$ cat src/rtl/sme_multi.sv
// sme_multi: regex-lite string matching engine.
// Text and pattern are loaded serially, one byte per cycle. A job then scans one
// candidate start position per clock. Supports '^' (word start), '$' (word end),
// '.' (any byte), optional case folding, first-match / all-matches modes, a match
// counter, an explicit done strobe and abort-on-reload.
module sme_multi #(
  parameter int unsigned STR_MAX = 32,
  parameter int unsigned PAT_MAX = 8,
  parameter int unsigned IDX_W   = 5,
  parameter int unsigned CNT_W   = 6
) (
  input  logic             clk,
  input  logic             reset,
  input  logic [7:0]       chardata,
  input  logic             isstring,
  input  logic             ispattern,
  input  logic             find_all,
  input  logic             nocase,
  output logic             valid,
  output logic             match,
  output logic [IDX_W-1:0] match_index,
  output logic [CNT_W-1:0] match_count,
  output logic             done
);

  // Address widths for the byte stores and widths for the stored lengths.
  localparam int unsigned SAW = (STR_MAX > 1) ? $clog2(STR_MAX) : 1;
  localparam int unsigned PAW = (PAT_MAX > 1) ? $clog2(PAT_MAX) : 1;
  localparam int unsigned SLW = $clog2(STR_MAX + 1);
  localparam int unsigned PLW = $clog2(PAT_MAX + 1);

  localparam logic [7:0] ChCaret  = 8'h5E;
  localparam logic [7:0] ChDollar = 8'h24;
  localparam logic [7:0] ChDot    = 8'h2E;
  localparam logic [7:0] ChSpace  = 8'h20;

  localparam logic [1:0] StIdle = 2'd0;
  localparam logic [1:0] StLoad = 2'd1;
  localparam logic [1:0] StScan = 2'd2;
  localparam logic [1:0] StDone = 2'd3;

  // Map A-Z onto a-z when folding is enabled; all other bytes pass through.
  function automatic logic [7:0] fold(input logic [7:0] b, input logic en);
    if (en && (b >= 8'h41) && (b <= 8'h5A)) return b | 8'h20;
    return b;
  endfunction

  // Byte stores and load bookkeeping.
  logic [7:0]     str_mem [STR_MAX];
  logic [7:0]     pat_mem [PAT_MAX];
  logic [SLW-1:0] str_len_q, str_len_d;
  logic [PLW-1:0] pat_len_q, pat_len_d;
  logic           str_prev_q, pat_prev_q;
  logic           str_restart, str_wr;
  logic           pat_take, pat_restart, pat_wr;
  logic [SAW-1:0] str_waddr;
  logic [PAW-1:0] pat_waddr;

  // Job configuration latched on the job-start cycle.
  logic [7:0]     core_d [PAT_MAX];
  logic [7:0]     core_q [PAT_MAX];
  logic [PLW-1:0] core_len_d, core_len_q;
  logic           anc_start_d, anc_start_q;
  logic           anc_end_d, anc_end_q;
  logic           all_q, fold_q;
  logic           job_start;

  // Scan control and registered outputs.
  logic [1:0]       state_q, state_d;
  logic [SLW-1:0]   pos_q, pos_d;
  logic             valid_q, valid_d;
  logic             match_q, match_d;
  logic             done_q, done_d;
  logic [IDX_W-1:0] index_q, index_d;
  logic [CNT_W-1:0] count_q, count_d;
  logic             strobe;

  int unsigned pos_i, k_i, len_i, last_i;
  logic        hit, empty_job;

  assign strobe = isstring | ispattern;

  // Load path: a rising strobe restarts its buffer, otherwise bytes append until full.
  // When both strobes are high the string wins and the pattern byte is dropped.
  always_comb begin
    str_restart = isstring && !str_prev_q;
    str_wr      = isstring && (str_restart || (str_len_q < SLW'(STR_MAX)));
    str_waddr   = str_restart ? '0 : SAW'(str_len_q);
    str_len_d   = str_len_q;
    if (str_restart) begin
      str_len_d = SLW'(1);
    end else if (str_wr) begin
      str_len_d = str_len_q + SLW'(1);
    end

    pat_take    = ispattern && !isstring;
    pat_restart = pat_take && !pat_prev_q;
    pat_wr      = pat_take && (pat_restart || (pat_len_q < PLW'(PAT_MAX)));
    pat_waddr   = pat_restart ? '0 : PAW'(pat_len_q);
    pat_len_d   = pat_len_q;
    if (pat_restart) begin
      pat_len_d = PLW'(1);
    end else if (pat_wr) begin
      pat_len_d = pat_len_q + PLW'(1);
    end
  end

  // Pattern decode: strip anchors and pre-fold the core so the scan compares directly.
  always_comb begin
    job_start   = (state_q == StLoad) && !isstring && !ispattern;
    anc_start_d = (pat_len_q != '0) && (pat_mem[0] == ChCaret);
    anc_end_d   = (pat_len_q != '0) && (pat_mem[PAW'(pat_len_q - PLW'(1))] == ChDollar);
    core_len_d  = pat_len_q - PLW'(anc_start_d) - PLW'(anc_end_d);
    for (int unsigned i = 0; i < PAT_MAX; i++) begin
      core_d[i] = 8'h00;
      if (i + 32'(anc_start_d) < PAT_MAX) begin
        core_d[i] = fold(pat_mem[PAW'(i + 32'(anc_start_d))], nocase);
      end
    end
  end

  // Evaluate the current candidate position against core and anchors.
  always_comb begin
    pos_i     = 32'(pos_q);
    k_i       = 32'(core_len_q);
    len_i     = 32'(str_len_q);
    empty_job = (k_i == 0) || (k_i > len_i);
    last_i    = empty_job ? 0 : len_i - k_i;
    hit       = 1'b1;
    for (int unsigned i = 0; i < PAT_MAX; i++) begin
      if (i < k_i) begin
        if (pos_i + i >= STR_MAX) begin
          hit = 1'b0;
        end else if ((core_q[i] != ChDot) &&
                     (fold(str_mem[SAW'(pos_i + i)], fold_q) != core_q[i])) begin
          hit = 1'b0;
        end
      end
    end
    if (anc_start_q && (pos_i != 0)) begin
      if (str_mem[SAW'(pos_i - 1)] != ChSpace) hit = 1'b0;
    end
    if (anc_end_q && (pos_i + k_i != len_i)) begin
      if (pos_i + k_i >= STR_MAX) begin
        hit = 1'b0;
      end else if (str_mem[SAW'(pos_i + k_i)] != ChSpace) begin
        hit = 1'b0;
      end
    end
  end

  // Job FSM and next values of the result strobes.
  always_comb begin
    state_d = state_q;
    pos_d   = pos_q;
    valid_d = 1'b0;
    match_d = 1'b0;
    done_d  = 1'b0;
    index_d = index_q;
    count_d = count_q;
    unique case (state_q)
      StIdle: begin
        if (strobe) state_d = StLoad;
      end
      StLoad: begin
        if (job_start) begin
          state_d = StScan;
          pos_d   = '0;
          count_d = '0;
        end
      end
      StScan: begin
        if (strobe) begin
          // Reload aborts silently; the byte already went into the store.
          state_d = StLoad;
        end else if (empty_job || (pos_i > last_i)) begin
          // Nothing to scan, or the all-matches epilogue after the last position.
          valid_d = 1'b1;
          done_d  = 1'b1;
          index_d = '0;
          state_d = StDone;
        end else if (hit) begin
          valid_d = 1'b1;
          match_d = 1'b1;
          index_d = IDX_W'(pos_i);
          count_d = count_q + CNT_W'(1);
          if (!all_q) begin
            done_d  = 1'b1;
            state_d = StDone;
          end else begin
            pos_d = pos_q + SLW'(1);
          end
        end else if (!all_q && (pos_i == last_i)) begin
          valid_d = 1'b1;
          done_d  = 1'b1;
          index_d = '0;
          state_d = StDone;
        end else begin
          pos_d = pos_q + SLW'(1);
        end
      end
      StDone: begin
        state_d = strobe ? StLoad : StIdle;
      end
      default: state_d = StIdle;
    endcase
  end

  // Control, configuration and output registers.
  always_ff @(posedge clk) begin
    if (reset) begin
      state_q     <= StIdle;
      str_len_q   <= '0;
      pat_len_q   <= '0;
      str_prev_q  <= 1'b0;
      pat_prev_q  <= 1'b0;
      pos_q       <= '0;
      core_len_q  <= '0;
      anc_start_q <= 1'b0;
      anc_end_q   <= 1'b0;
      all_q       <= 1'b0;
      fold_q      <= 1'b0;
      valid_q     <= 1'b0;
      match_q     <= 1'b0;
      done_q      <= 1'b0;
      index_q     <= '0;
      count_q     <= '0;
    end else begin
      state_q    <= state_d;
      str_len_q  <= str_len_d;
      pat_len_q  <= pat_len_d;
      str_prev_q <= isstring;
      pat_prev_q <= ispattern;
      pos_q      <= pos_d;
      valid_q    <= valid_d;
      match_q    <= match_d;
      done_q     <= done_d;
      index_q    <= index_d;
      count_q    <= count_d;
      if (job_start) begin
        core_len_q  <= core_len_d;
        anc_start_q <= anc_start_d;
        anc_end_q   <= anc_end_d;
        all_q       <= find_all;
        fold_q      <= nocase;
      end
    end
  end

  // Byte stores and latched pattern core; contents are meaningless until loaded.
  always_ff @(posedge clk) begin
    if (!reset && str_wr) str_mem[str_waddr] <= chardata;
    if (!reset && pat_wr) pat_mem[pat_waddr] <= chardata;
    if (!reset && job_start) begin
      for (int unsigned i = 0; i < PAT_MAX; i++) core_q[i] <= core_d[i];
    end
  end

  assign valid       = valid_q;
  assign match       = match_q;
  assign done        = done_q;
  assign match_index = index_q;
  assign match_count = count_q;

endmodule

$ cat config.mk
export PLATFORM = sky130hd
export DESIGN_NAME = sme_multi
export DESIGN_NICKNAME = d
export VERILOG_FILES = /design/src/rtl/sme_multi.sv
export SDC_FILE = /design/constraint.sdc
export NUM_CORES = 1
export LEC_CHECK = 0
export CORE_MARGIN = 1
export CORE_UTILIZATION = 35
export DETAILED_ROUTE_END_ITERATION = 12
export GPL_TIMING_DRIVEN = 0
export PLACE_DENSITY = 0.56
export SLEW_MARGIN = 25
export SYNTH_ARGS = -nofsm -noshare
export SYNTH_HDL_FRONTEND = slang
export SYNTH_SLANG_ARGS = --single-unit
$ cat constraint.sdc
create_clock -name clk -period 5.75 [get_ports clk]
set_input_delay 1.15 -clock clk [delete_from_list [all_inputs] [get_ports clk]]
set_output_delay 1.15 -clock clk [all_outputs]
set_load 0.01 [all_outputs]
==> results of run 1 <==
## metal layers
metal / vias up / share of wire (%)
met3: 675 / 15
met2: 2810 / 41
li1: 11337 / -
met5: - / 0.15
met4: 8 / 8.4
met1: 16156 / 36
## cells by family (layout without fill, tap and decap cells)
group | Yosys count | in the layout | synth area share, %
adders and majority gates | 35 | 35 | 1.359
AOI/OAI and AO/OA | 350 | 350 | 7.250
and+or+nand+nor | 729 | 729 | 11.68
xor gates and xnor gates | 99 | 99 | 2.681
buffers and inverters | 244 | 499 | 3.719
other | 0 | 6 | 0
muxes | 749 | 749 | 36.50
DFF | 431 | 431 | 36.81
## registers in the layout, indices dropped and copies added (netlist names), 5 cells and up, named ones only
signal       cells
match_index      5
str_len_q        6
pos_q            6
str_mem        256
pat_mem         64
core_q          64
match_count      6
## cell usage after synthesis, drive strengths merged (47+ instances only)
library cell	count	area, um^2
o21ai	63	315.3
inv	56	210.2
nand2	187	704.4
a21oi	55	286.5
mux2i	336	3367
edfxtp	384	11530
mux4	381	8637
xor2	50	464.2
xnor2	49	444.2
nor2	124	465.5
clkbuf	56	250.2
nand3	69	350.3
a22oi	50	375.4
nor3	51	260.3
dfxtp	47	940.9
buf	130	777.0
## critical path: cells and delay by family (launching register included)
family / cells / cell delay, ps
mux: 2 / 1010
simple gates: 2 / 670
xor+xnor: 1 / 180
buf+inv: 5 / 1180
flops: 1 / 460
compound gates: 6 / 1490
fa+ha+maj: 1 / 540
## power breakdown
part | internal (mW) | total (mW) | switching, mW
logic | 0.100 | 0.309 | 0.209
clock network | 1.85 | 3.24 | 1.39
registers | 3.42 | 3.45 | 0.0296
total | 5.37 | 6.99 | 1.63
## cell type report
cell class              count  share of cell area, %
clock inverters            27                 0.8294
well taps                1265                  3.886
repair buffers            176                  4.949
inverters                  57                 0.5437
flip-flops and latches    431                  30.65
diodes                      6                0.03686
multi-input cells        1962                  51.92
plain buffers             177                  3.984
clock buffers              62                  3.204
## cells in the final DEF (no fill, tap or decap), types with 34 or more instances in the layout
| cell | Yosys | layout |
|---|---|---|
| edfxtp_1 | 384 | 384 |
| mux4_2 | 366 | 367 |
| mux2i_1 | 335 | 302 |
| nand2_1 | 186 | 185 |
| buf_4 | 25 | 113 |
| nor2_1 | 124 | 111 |
| nand3_1 | 68 | 68 |
| o21ai_0 | 62 | 58 |
| clkbuf_16 | 0 | 56 |
| inv_1 | 55 | 53 |
| a22oi_1 | 50 | 50 |
| buf_12 | 1 | 49 |
| a21oi_1 | 54 | 46 |
| buf_2 | 68 | 46 |
| nor3_1 | 50 | 45 |
| dfxtp_1 | 47 | 44 |
| xor2_1 | 48 | 43 |
| xnor2_1 | 47 | 40 |
| clkbuf_1 | 52 | 39 |
| nor4_1 | 40 | 38 |
| nand4_1 | 34 | 34 |
## what timing repair did
item	4_1_cts	5_1_grt
pin swaps	28	29
setup endpoints to repair	26	25
gates resized for setup	256	103
gates cloned	2	3
buffers inserted	85	41
## worst max path at each step
stage	startpoint	to	slack (ps)	cells past startpoint
CTS	pos_q[1]$_SDFFE_PP0P_	flop	-140	29
global route	pos_q[0]$_SDFFE_PP0P_	match_count[5]$_SDFFE_PP0P_	-20	21
global placement	pos_q[0]$_SDFFE_PP0P_	flop	-4520	23
detailed placement	pos_q[1]$_SDFFE_PP0P_	flop	-4370	24
finish	pos_q[2]$_SDFFE_PP0P_	flop	-0.7	17
floorplan	pos_q[1]$_SDFFE_PP0P_	match_count[5]$_SDFFE_PP0P_	50	26
==> results.py, run 1 <==
metrics = {
    "clock_tree": {
        "cts_buffers": 49,
        "cts.sinks": 431,
        "clk_path_buf_depth": 3,
        "worstSkewPairLatency_ps": 680,
        "cts_hold_buf": 0,
        "path_clk_slew_ps": 60,
        "cts_tree": "done",
        "root_buffer": "clkbuf_16",
        "cts_max_level": 2,
    },
    "drt": {
        "vias_per_cell": 7.443,
        "ant_nets": 0,
        "vias": 30986,
        "route.detailed.drc": 0,
        "firstDrtPassIters": 8,
        "wirelength_um": 216300,
        "first_iter_violations": 5481,
        "wl_per_cell_um": 51.95,
    },
    "timing": {
        "slew_headroom_pct": 16.20,
        "slew_viol_final": 0,
        "period_share_pct": 100.0,
        "fin_ws_ps": -0.6999,
        "setup_violations": 1,
        "hold_viol_final": 0,
        "skew_ps": 70.21,
        "setup_tns_ps": -0.6999,
        "timing.fmax_mhz": 173.9,
        "whs_ps": 504.6,
        "fin_crit_ps": 5751,
        "worst_pin_slew_ps": 1246,
    },
    "setup_path": {
        "cp-start-kind": "flop",
        "cp-end-kind": "flop",
        "critPathSlowestCell": "mux4_2",
        "critPathKind": "reg2reg",
        "worst_ep_required_time_ps": 6280,
        "cp_slowest_stage_delay_ps": 590,
        "r2r-start": "pos_q[2]$_SDFFE_PP0P_",
        "cp.arrival_ps": 6280,
        "rr_worst_depth": 17,
        "crit_path_max_fanout": 10,
        "rrSetupSlack_ps": -0.7,
        "path_cells": "buf_8 -> inv_1 -> ha_4 -> clkbuf_16 -> clkbuf_16 -> mux4_2 -> mux2_2 -> xnor2_1 -> nand4_1 -> or4_1 -> o21ai_4 -> o211ai_1 -> a31oi_4 -> a21boi_4 -> o31a_1 -> buf_6 -> o31ai_4",
        "cpMostUsedCell": "clkbuf_16",
    },
    "synthesis": {
        "syn_inst": 2637,
        "ys_ff_latch": 431,
        "synth_fp_nets": 2686,
        "synth_async_sr_flop_share_pct": 0,
        "synth_edf_count": 384,
        "synthFlopType": "edfxtp_1",
        "ys_types": 97,
        "postSynthAreaPerCell_um2": 12.85,
        "ys_seq_area_share_pct": 36.81,
        "yosys_warnings": 0,
        "synth_area_mm2": 0.03388,
    },
    "layout": {
        "stdcell_area_mm2": 0.04073,
        "multi_input_area_mm2": 0.02115,
        "nNetsFinal": 2903,
        "drive_gt1_share_pct": 32.68,
        "fill_cells": 8743,
        "final_core_util_pct": 42.68,
        "fin_cells": 4163,
        "synthToLayoutAreaGrowth_pct": 20.23,
        "ff_latch_area_mm2": 0.01248,
    },
    "floorplan": {
        "fp-row-count": 113,
        "die_x_um": 313.1,
        "core_mm2": 0.09544,
        "initial_core_util_pct": 35.50,
        "die_y_um": 313.1,
        "dieArea_mm2": 0.09804,
        "io_pins": 28,
    },
    "grt": {
        "antenna_found_initial": 27,
        "grt_util_met1_pct": 54.49,
        "grt_first_pass_wirelength_um": 279900,
        "use_met2_pct": 61.11,
        "grt_start_max_net_pins": 33,
        "grtUsageTotal_pct": 43.40,
        "first_global_vias": 29061,
        "overflow": 0,
        "met3_usage_pct": 17.41,
        "grt.busiest_layer": "met2",
    },
    "place": {
        "place_inst": 3947,
        "place_congestion": 1.041,
        "io_buffer_count": 27,
        "dp_hpwl_um": 165700,
        "dpl_cell_area_mm2": 0.03622,
        "dp_slack_ps": -4370,
    },
    "run_status": {
        "violations": "negative setup slack",
        "status": "finished with violations",
    },
    "power_and_ir_drop": {
        "total_power_mw": 6.992,
        "ir_worst_vdd_mv": 0.2099,
        "p_leak_nw": 13.08,
        "powerDensity_mw_per_mm2": 171.7,
    },
    "min_path": {
        "holdPathStages": 2,
        "hold_start": "anc_end_q$_SDFFE_PP0P_",
        "min_path_type": "reg2reg",
        "whs_endpoint": "anc_end_q$_SDFFE_PP0P_",
    },
    "job": {
        "drv_cap": 0,
    },
}
No activity file was read; power rests on OpenSTA's default activity.
==> run 2: changes to the inputs <==
--- a/config.mk
+++ b/config.mk
@@ -5,11 +5,13 @@
 export SDC_FILE = /design/constraint.sdc
 export NUM_CORES = 1
 export LEC_CHECK = 0
+export CELL_PAD_IN_SITES_DETAIL_PLACEMENT = 0
+export CELL_PAD_IN_SITES_GLOBAL_PLACEMENT = 1
 export CORE_MARGIN = 1
 export CORE_UTILIZATION = 35
 export DETAILED_ROUTE_END_ITERATION = 12
 export GPL_TIMING_DRIVEN = 0
-export PLACE_DENSITY = 0.56
+export PLACE_DENSITY = 0.64
 export SLEW_MARGIN = 25
 export SYNTH_ARGS = -nofsm -noshare
 export SYNTH_HDL_FRONTEND = slang
==> run 2 against run 1 <==
  * The flow now finishes without violations
  * Sequential share of layout area up 0.90 points
  * Sequential power about the same
  * First-iteration DRC count down 7.1%
  * Sequential cell count unchanged
  * Critical path type unchanged
==> results.py, run 2 (synthesis results as in run 1) <==
metrics = {
    "floorplan": {
        "initial_core_util_pct": 35.50,
        "fp-row-count": 113,
        "die_x_um": 313.1,
        "die_y_um": 313.1,
        "io_pins": 28,
        "core_mm2": 0.09544,
        "dieArea_mm2": 0.09804,
    },
    "timing": {
        "timing.fmax_mhz": 174.7,
        "hold_viol_final": 0,
        "slew_headroom_pct": 21.59,
        "setup_violations": 0,
        "skew_ps": 24.18,
        "period_share_pct": 99.58,
        "worst_pin_slew_ps": 1176,
        "fin_crit_ps": 5726,
        "setup_tns_ps": 0,
        "slew_viol_final": 0,
    },
    "grt": {
        "grtUsageTotal_pct": 41.04,
        "grt_first_pass_wirelength_um": 266800,
        "overflow": 0,
        "first_global_vias": 28198,
        "grt_start_max_net_pins": 36,
        "antenna_found_initial": 43,
    },
    "drt": {
        "vias_per_cell": 7.318,
        "wirelength_um": 204700,
        "firstDrtPassIters": 7,
        "wl_met3_um": 27400,
        "first_iter_violations": 5094,
        "highest_layer": "met5",
        "ant_nets": 0,
        "vias": 30157,
        "wl_per_cell_um": 49.68,
        "route.detailed.drc": 0,
        "route.met2.wl_um": 83090,
        "wl_met1_um": 79700,
    },
    "layout": {
        "nNetsFinal": 2849,
        "final_common_cell": "edfxtp_1",
        "largest_reg_flops": 256,
        "drive_gt1_share_pct": 29.79,
        "layout_common_cells": "384 x edfxtp_1, 366 x mux4_2, 308 x mux2i_1, 186 x nand2_1, 116 x nor2_1",
        "largest_register": "str_mem",
        "top_regs": "str_mem x256, core_q x64, pat_mem x64",
        "fin_cells": 4121,
        "synthToLayoutAreaGrowth_pct": 16.81,
    },
    "power_and_ir_drop": {
        "p_int_mw": 5.245,
        "seq_power_share_pct": 50.8,
        "ir_worst_vdd_mv": 0.1967,
        "p_clk_share_pct": 44.8,
        "switchingPower_mw": 1.546,
        "total_power_mw": 6.791,
        "powerDensity_mw_per_mm2": 171.6,
        "switching_share_pct": 22.76,
        "p_leak_nw": 12.55,
        "pwr-share-comb_pct": 4.4,
    },
    "clock_tree": {
        "cts_buffers": 47,
        "clk_path_buf_depth": 3,
        "root_buffer": "clkbuf_16",
        "path_clk_slew_ps": 60,
        "cts_max_level": 2,
        "cts_tree": "done",
        "worstSkewPairLatency_ps": 630,
        "cts.sinks": 431,
    },
    "place": {
        "dp_hpwl_um": 159700,
        "place_inst": 3945,
        "io_buffer_count": 27,
        "place_congestion": 1.060,
    },
    "setup_path": {
        "crit_path_max_fanout": 10,
        "worst_ep_required_time_ps": 6320,
        "critPathKind": "reg2reg",
        "r2r-start": "pos_q[0]$_SDFFE_PP0P_",
        "r2r-end": "match_count[5]$_SDFFE_PP0P_",
        "cp-end-kind": "flop",
        "cp.arrival_ps": 6290,
        "rr_worst_depth": 20,
        "rrSetupSlack_ps": 20,
        "cp-start-kind": "flop",
    },
    "min_path": {
        "hold_start": "match_index[4]$_SDFFE_PP0P_",
        "holdPathStages": 1,
        "min_path_type": "reg2reg",
        "whs_endpoint": "match_index[4]$_SDFFE_PP0P_",
    },
    "job": {
        "drv_cap": 0,
    },
    "run_status": {
        "status": "complete, no violations",
    },
}
-- run 2: layout make-up --
class	count	area, um^2
well taps	1265	1583
inverters	57	221.5
clock buffers	57	1245
multi-input cells	1962	20900
fillers	8787	55860
plain buffers	183	1592
repair buffers	118	1221
flip-flops and latches	431	12480
clock inverters	25	272.8
diodes	23	57.56
-- run 2: power groups by stage --
stage,clock [mW],sequential [mW],combinational [mW]
global placement,0,3.52,0.258
finish,3.04,3.45,0.300
floorplan,0,3.50,0.132
detailed placement,0,3.51,0.277
global route,3.18,3.45,0.317
CTS,3.07,3.45,0.291
-- run 2: worst max-delay path by stage --
stage / from / end / slack, ps
floorplan: pos_q[1]$_SDFFE_PP0P_ / match_count[5]$_SDFFE_PP0P_ / 50
global placement: pos_q[0]$_SDFFE_PP0P_ / flop / -4730
detailed placement: pos_q[1]$_SDFFE_PP0P_ / flop / -3180
CTS: pos_q[1]$_SDFFE_PP0P_ / flop / 5
global route: pos_q[0]$_SDFFE_PP0P_ / match_count[5]$_SDFFE_PP0P_ / -30
finish: pos_q[0]$_SDFFE_PP0P_ / match_count[5]$_SDFFE_PP0P_ / 20
-- run 2: per-layer routing --
layer | GRT usage (%) | vias up
met4 | 23.69 | 2
met1 | 55.18 | 15741
li1 | - | 11225
met5 | 0.1451 | -
met3 | 14.50 | 563
met2 | 56.83 | 2626
-- run 2: repair_timing --
item,CTS,global route
hold endpoints to repair,0,0
buffers inserted,45,28
endpoints found under the setup margin,26,25
cloned,1,1
hold buffers,0,0
pin swaps,14,10
gates resized for setup,227,55
-- run 2: stage by stage --
stage          utilization, %  cell area, um^2  worst slack, ps  hold WS (ps)
3_3_place_gp            37.46            35750            -4728         467.3
6_report                41.47            39570            24.30         499.4
4_1_cts                 40.95            39090            4.643         482.7
2_1_floorplan               -            33900            47.06         436.6
5_1_grt                 41.41            39520           -26.13         517.1
3_5_place_dp            37.84            36110            -3179         475.3
-- run 2: critical path, cell delays in order, from the launching register on --
cell      delay [ps]
dfxtp_4          390
buf_12           140
buf_6            160
buf_2            380
buf_4            410
buf_2            400
buf_2            410
mux2i_1          130
a32oi_1          460
nand2_1          370
nand3_1          180
o211ai_1          90
o22ai_1          310
xor2_1           110
o211ai_1         300
nand4_1          200
a31oi_4          290
buf_6            160
nand4_4          140
or4_4            450
a21oi_2          130
